## config.mk

```make
export PLATFORM = sky130hd
export DESIGN_NAME = sorted_array_streamer
export DESIGN_NICKNAME = d
export VERILOG_FILES = /design/src/rtl/sorted_array_streamer.sv
export SDC_FILE = /design/constraint.sdc
export NUM_CORES = 1
export LEC_CHECK = 0
export ABC_AREA = 1
export CORE_MARGIN = 5
export CORE_UTILIZATION = 25
export DETAILED_ROUTE_END_ITERATION = 12
export PLACE_DENSITY = 0.55
export SYNTH_ARGS = -nofsm -noshare
export SYNTH_HDL_FRONTEND = slang
export SYNTH_SLANG_ARGS = --single-unit
```

## constraint.sdc

```tcl
create_clock -name clk -period 1.55 [get_ports clk]
set_input_delay 0.31 -clock clk [delete_from_list [all_inputs] [get_ports clk]]
set_output_delay 0.31 -clock clk [all_outputs]
set_load 0.1 [all_outputs]
```

## src/rtl/sorted_array_streamer.sv

```systemverilog
// Read side of the bubble-sort datapath: fetches the sorted array from a
// synchronous-read memory, lowest address first, onto a valid/ready stream.
module sorted_array_streamer #(
  parameter int DATA_WIDTH = 16,
  parameter int DEPTH      = 8,
  parameter int ADDR_WIDTH = 3
) (
  input  logic                  clk,
  input  logic                  rst,
  input  logic                  start,
  input  logic [ADDR_WIDTH:0]   count,
  output logic                  mem_rd_en,
  output logic [ADDR_WIDTH-1:0] mem_addr,
  input  logic [DATA_WIDTH-1:0] mem_rd_data,
  output logic [DATA_WIDTH-1:0] out_data,
  output logic                  out_valid,
  input  logic                  out_ready,
  output logic                  out_last,
  output logic                  busy,
  output logic                  done
);

  typedef enum logic [2:0] {
    ST_IDLE,
    ST_FETCH,
    ST_LOAD,
    ST_SEND,
    ST_DONE
  } state_t;

  localparam logic [ADDR_WIDTH:0] MAX_N = (ADDR_WIDTH + 1)'(DEPTH);
  localparam logic [ADDR_WIDTH:0] ONE   = (ADDR_WIDTH + 1)'(1);

  state_t state, state_next;

  logic [ADDR_WIDTH:0] n;
  logic [ADDR_WIDTH:0] idx;
  logic [ADDR_WIDTH:0] idx_inc;
  logic [ADDR_WIDTH:0] count_clamped;
  logic                at_last;
  logic                handshake;

  assign count_clamped = (count > MAX_N) ? MAX_N : count;
  assign idx_inc       = idx + ONE;
  assign at_last       = (idx == (n - ONE));
  assign handshake     = (state == ST_SEND) && out_ready;

  always_ff @(posedge clk or posedge rst) begin
    if (rst) begin
      state <= ST_IDLE;
    end else begin
      state <= state_next;
    end
  end

  always_comb begin
    state_next = state;
    case (state)
      ST_IDLE: begin
        if (start) begin
          state_next = (count_clamped != '0) ? ST_FETCH : ST_DONE;
        end
      end
      ST_FETCH: state_next = ST_LOAD;
      ST_LOAD:  state_next = ST_SEND;
      ST_SEND: begin
        if (handshake) begin
          state_next = at_last ? ST_DONE : ST_FETCH;
        end
      end
      ST_DONE:  state_next = ST_IDLE;
      default:  state_next = ST_IDLE;
    endcase
  end

  always_comb begin
    mem_rd_en = (state == ST_FETCH);
    out_valid = (state == ST_SEND);
    out_last  = (state == ST_SEND) && at_last;
    busy      = (state != ST_IDLE);
    done      = (state == ST_DONE);
  end

  // mem_addr is loaded on the way into FETCH so it holds its value elsewhere.
  always_ff @(posedge clk or posedge rst) begin
    if (rst) begin
      n        <= '0;
      idx      <= '0;
      mem_addr <= '0;
      out_data <= '0;
    end else begin
      case (state)
        ST_IDLE: begin
          if (start) begin
            n        <= count_clamped;
            idx      <= '0;
            mem_addr <= '0;
          end
        end
        ST_LOAD: out_data <= mem_rd_data;
        ST_SEND: begin
          if (handshake && !at_last) begin
            idx      <= idx_inc;
            mem_addr <= idx_inc[ADDR_WIDTH-1:0];
          end
        end
        default: ;
      endcase
    end
  end

endmodule

```

== After elaboration in Yosys (flattened, before gate mapping) ==
Index checks and enable logic that the tools add are counted.

* Add/sub/neg operators: 2
* Magnitude comparators: 1
* Eq/ne operators: 8
* Multiplexer cells: 12
* Reduce and logical (&&, ||, !) cells: 11

{| class="wikitable"
|+ Operators by type and width
! kind !! number
|-
| 2-to-1 mux 3 bit || 6
|-
| 2-to-1 mux 4 bit || 3
|-
| one-hot mux 3 bit (4 select lines) || 1
|-
| one-hot mux 4 bit (2 select lines) || 1
|-
| == test 3 x 2 -> 1 bit (second input constant) || 2
|-
| one-hot mux 3 bit (2 select lines) || 1
|-
| adder 4 x 1 -> 4 bit (second input constant) || 1
|-
| == test 4 bit || 1
|-
| > comparator 4 bit (second input constant) || 1
|-
| inequality test 2 x 1 -> 1 bit (second input constant) || 2
|-
| AND reduction 2 bit || 2
|-
| nonzero test 4 bit || 1
|-
| subtractor 4 x 1 -> 4 bit (second input constant) || 1
|-
| == test 3 x 1 -> 1 bit (second input constant) || 1
|-
| == test 3 bit (second input constant) || 1
|-
| logical AND 1 bit || 3
|-
| logical NOT 3 bit || 1
|-
| AND reduction 3 bit || 1
|-
| nonzero test 3 bit || 1
|-
| inequality test 2 bit (second input constant) || 1
|-
| nonzero test 2 bit || 1
|-
| logical NOT 1 bit || 1
|}

* Flip-flop bits (word level): 30
* Input bits: 24
* Output and inout bits: 24
* Word-level logic and storage cells: 39

== Logic depth before layout (Yosys ltp) ==
* Depth after elaboration: 6
* Depth in mapped cells: 13
* Mapped depth without buffers: 13

== Worst setup path after synthesis ==
Ideal clock, no wire load.

* Kind: reg2reg
* From: register state[0]
* To: register state[1]
* Library setup time: 79 ps
* Data arrival time: 2796 ps
* Data required time: 1471 ps
* Slack: -1325 ps
* Stages on the path, launching flop included: 4
* Path buffers: 0
* Clock period less this slack: 2875 ps
* Cells stage by stage: dfrtp_1 > inv_1 > nor3_1 > nand3b_1

* Elaborated cells on any way between the ends: 9

{| class="wikitable"
|+ RTL lines
! item !! RTL line !! RTL
|-
| start: declaration || 34 || <nowiki>state_t state, state_next;</nowiki>
|-
| start signal: assignment || 52 || <nowiki>state <= state_next;</nowiki>
|-
| == test 3 x 1 -> 1 bit || n/a ||
|-
| via mem_rd_en || 12 || <nowiki>output logic mem_rd_en,</nowiki>
|-
| one-hot mux 3 bit (4 select lines) || 58 || <nowiki>case (state)</nowiki>
|}

The timed path passes the listed nets, and every way through them passes these cells.
A chain may end at the register's enable or synchronous reset.

== Worst setup path after layout ==
* From: register n[0]
* To: output out_last

* Word-level cells in the longest chain between the ends: 3

{| class="wikitable"
|+ Ends and longest elaborated chain
! item !! RTL line !! RTL
|-
| start: declaration || 36 || <nowiki>logic [ADDR_WIDTH:0] n;</nowiki>
|-
| start signal: assignment || 95 || <nowiki>n <= count_clamped;</nowiki>
|-
| subtractor 4 x 1 -> 4 bit || 45 || <nowiki>assign at_last = (idx == (n - ONE));</nowiki>
|-
| == test 4 bit || 45 ||
|-
| logical AND 1 bit || 79 || <nowiki>out_last = (state == ST_SEND) && at_last;</nowiki>
|-
| end: declaration || 18 || <nowiki>output logic out_last,</nowiki>
|}

No other way between the ends.

==> reports/summary.md <==
When the netlist entered floorplanning its net count stood at 199. Setup violations remaining at the end of the flow were counted as 9. The area share of the largest cell type after synthesis was 0.4977; the met2 layer usage reported by global route was 0.1837. The worst setup path is captured at an output pin. The synthesized netlist contains 23 unique library cells.

The endpoint identified for the worst register-to-register timing path is idx[2]$_DFFE_PP0P_. For this run, the post-layout net count is 276. The path depth of the worst reg2reg path was 15; the post-synthesis to final-layout area growth was 87.83%.

The number of DRC markers in iteration 0 was 62; the final critical delay including setup and external delays was 1.993 ns. The most critical setup path has its endpoint at out_last. At the worst endpoint, the required time is 1.24 ns. Worst min-delay path class: in -> async. Clock latency on the worst-skew pair, taken at its later pin, is 0.27 ns. Mean routed wirelength per cell: 11.34 microns. The tools report the die outline area as 0.007004 sq mm. For this run, design rule violations remaining after detail routing come to 0. In this run the remaining antenna-violating nets after routing total 0. The sequential cell area fraction in the yosys report is 0.4977, and the total CTS buffers is 3. A synthesized cell averages 7.847 sq um. Setup repair after global routing could not meet its margin everywhere. The mux share of post-synthesis cell area works out to 0. The met1 usage is 0.1171, and the overall global routing resource usage is 0.1041. Summing all flip-flop and latch instances after layout gives 678.2 sq um. The detailed router placed 1312 vias in this run. The run finished, with violations left. The category of the most critical setup path is reg -> out. The logs give 0 for the yosys synthesis warning count and 1300 for the number of global-route vias before repair. The beginning of the worst register-to-register path was n[0]$_DFFE_PP0P_. The final reports fail on setup timing.

Synthesis inferred 27 register bits. The number of optimization iterations in the first detailed-route pass is 4. For the flop-to-flop setup slack, the log shows -0.39 ns. The logs give 0 for the number of pins with negative max-slew slack in the final report and 501.8 MHz for the peak clock frequency supported by timing.

After synthesis, the largest family of logic cells by area is simple AND/OR/NAND/NOR gates. For the setup slack of the critical path after layout, the log shows -0.4427 ns. At the pin with the least slew margin, the transition time is 0.3676 ns. The run gives 0 as the initial antenna violation count. The share of synthesized cell area in full adder, half adder and majority cells came out at 0.01843. The fraction of the cycle the final worst path needs is 1.286, and the number of buffers inserted by port buffering is 47.

The tool flagged a number of max-cap violations equal to 0. In the synthesized netlist, the number of instances is 173. In this run, post-CTS hold repair placed 0 buffers.

The number of filler instances in the final layout was 511; the multi-input combinational cell area was 668.1 sq um. TritonCTS built the clock tree. The synthesized-area fraction occupied by ao, oa, aoi and oai cells was 0.04700; the maximum number of pins on one net before global-route repair was 28.

The half-perimeter wire length after detailed placement came out at 2704 microns. The run gives 48 as the number of top-level pins. The tree is rooted in a clkbuf_8. After clock tree synthesis, the clock-pin slew on the worst setup and hold paths is 0.09 ns.

The xor/xnor cell area share of the yosys netlist came out at 0.01290. The floorplan has 26 rows. The met3 demand-to-capacity share in global routing is 0.04738, and the horizontal die dimension is 83.69 microns. The logs give 2 for the deepest clock path buffer count and 0.001358 sq mm for the post-synth design cell area. The most crowded layer after global routing was met2.

The remaining max-slew budget at the tightest pin is 0.7549, and the worst endpoint data arrival time is 1.68 ns. The synthesized design spends more area on one cell type than any other, namely dfrtp_1. The effective utilization at floorplan is 0.2608.

After floorplanning, the core was sized to cover 0.005205 sq mm. Sorting the synthesized cells by area gives the leading types as dfrtp_1 50%, nand2_1 21%, inv_1 5.8%. The via density per instance came out at 4.113. The congestion estimate from routability-driven global placement came to 0.7454. The post-detailed-routing wire length is 3618 microns, and the post-place setup slack is -0.3365 ns. The total overflow left after global routing is 0.

The maximum level of the CTS H-tree came out at 1. Hold is met by 0.4041 ns. The share of post-route cells with drive strength above 1 came out at 0.3614. In this run the worst path has a maximum fanout of 2.

In this run the vertical extent of the chip is 83.69 microns. The worst-case clock skew is 0.002791 ns, and the number of antenna cells inserted is 0. The count of final hold-check violations was 0; the basic-gate share of the synthesized area counting and, or, nand and nor cells was 0.3364. The final-layout setup total negative slack came out at -2.403 ns. The source of the critical timing path is n[0]$_DFFE_PP0P_. STA classifies the critical path startpoint as a flip-flop.

The logs give 6051 microns for the global-route wire length before repair and 27 for the clock net sink count.
==> per-stage QoR <==
stage	utilization	std cells	cell area [sq um]
floorplan	-	173	1398
global placement	0.4373	300	2276
detailed placement	0.4373	300	2276
CTS	0.4625	310	2407
global route	0.4899	319	2550
finish	0.4899	319	2550
==> final cells by class <==
type	count	share of cell area
inverters	23	0.03680
repair buffers	77	0.3832
well taps	70	0.03435
clock buffers	4	0.01766
flip-flops and latches	27	0.2659
multi-input cells	118	0.2620
==> cells in the final DEF (no fill, tap or decap), drive strengths merged <==
cell and instances:
a21oi 4, buf 54, clkbuf 4, clkdlybuf4s50 23, clkinvlp 2, dfrtp 27
ha 2, inv 21, nand2 76, nand3 9, nand3b 2, nor2 12
nor3 3, o21ai 4, o22ai 2, or2 2, xnor2 1, xor2 1
==> cells in the mapped netlist <==
cell type  instances
nand2_4            1
ha_1               2
nor3_4             1
inv_2              2
o22ai_1            2
buf_4              3
buf_2              2
nand3_2            2
xor2_1             1
or2_4              1
o21ai_0            3
o21ai_4            1
nor2_4             1
nand2_1           75
inv_1             21
or2_2              1
nor3_1             2
dfrtp_1           27
nor2_1            11
nand3_1            7
a21oi_1            4
nand3b_1           2
xnor2_1            1
==> what timing repair did <==
action                     4_1_cts  5_1_grt
setup buffers                    6        9
setup endpoints to repair       10       28
hold endpoints to repair         0        0
pin swaps                        5        6
gates cloned                     0        0
resized for setup               10       22
==> registers in the layout, summed over array words and instances, names as in the netlist <==
name and flops:
out_data 16, idx 2, state 3, n 4, mem_addr 2
==> cell families after synthesis <==
group	after synthesis
compound gates	10
xor+xnor	2
buf+inv	28
flops	27
simple gates	104
fa+ha+maj	2
==> critical path, cell delays in order, from the launching register on <==
cell and delay [ns]:
dfrtp_1 0.38, inv_2 0.06, ha_4 0.27, nor2_1 0.04
nor2_2 0.11, nand2_2 0.07, nor2_4 0.13, nand3_4 0.10
clkinvlp_4 0.09, buf_12 0.16
==> worst min-delay path by stage <==
stage                               endpoint               start  slack, ns  depth (start not counted)
finish              out_data[13]$_DFFE_PP0P_                 rst       0.40                          3
global route                n[2]$_DFFE_PP0P_                 rst       0.47                          3
CTS                  mem_addr[1]$_DFFE_PP0P_                 rst       0.41                          3
detailed placement        idx[3]$_DFFE_PP0P_  idx[3]$_DFFE_PP0P_       0.49                          2
global placement          idx[3]$_DFFE_PP0P_  idx[3]$_DFFE_PP0P_       0.49                          2
floorplan                 idx[2]$_DFFE_PP0P_                 rst       0.36                          1
==> per-layer routing <==
metal | part of all wire | vias to the layer above
met3 | 0.094 | 2
met2 | 0.52 | 29
met4 | 0.0011 | 0
li1 | - | 675
met1 | 0.38 | 606
met5 | 0 | -
Power is left out: the tool's default activity adds up to more than one toggle a clock period on the data nets, which glitch-free logic cannot reach.
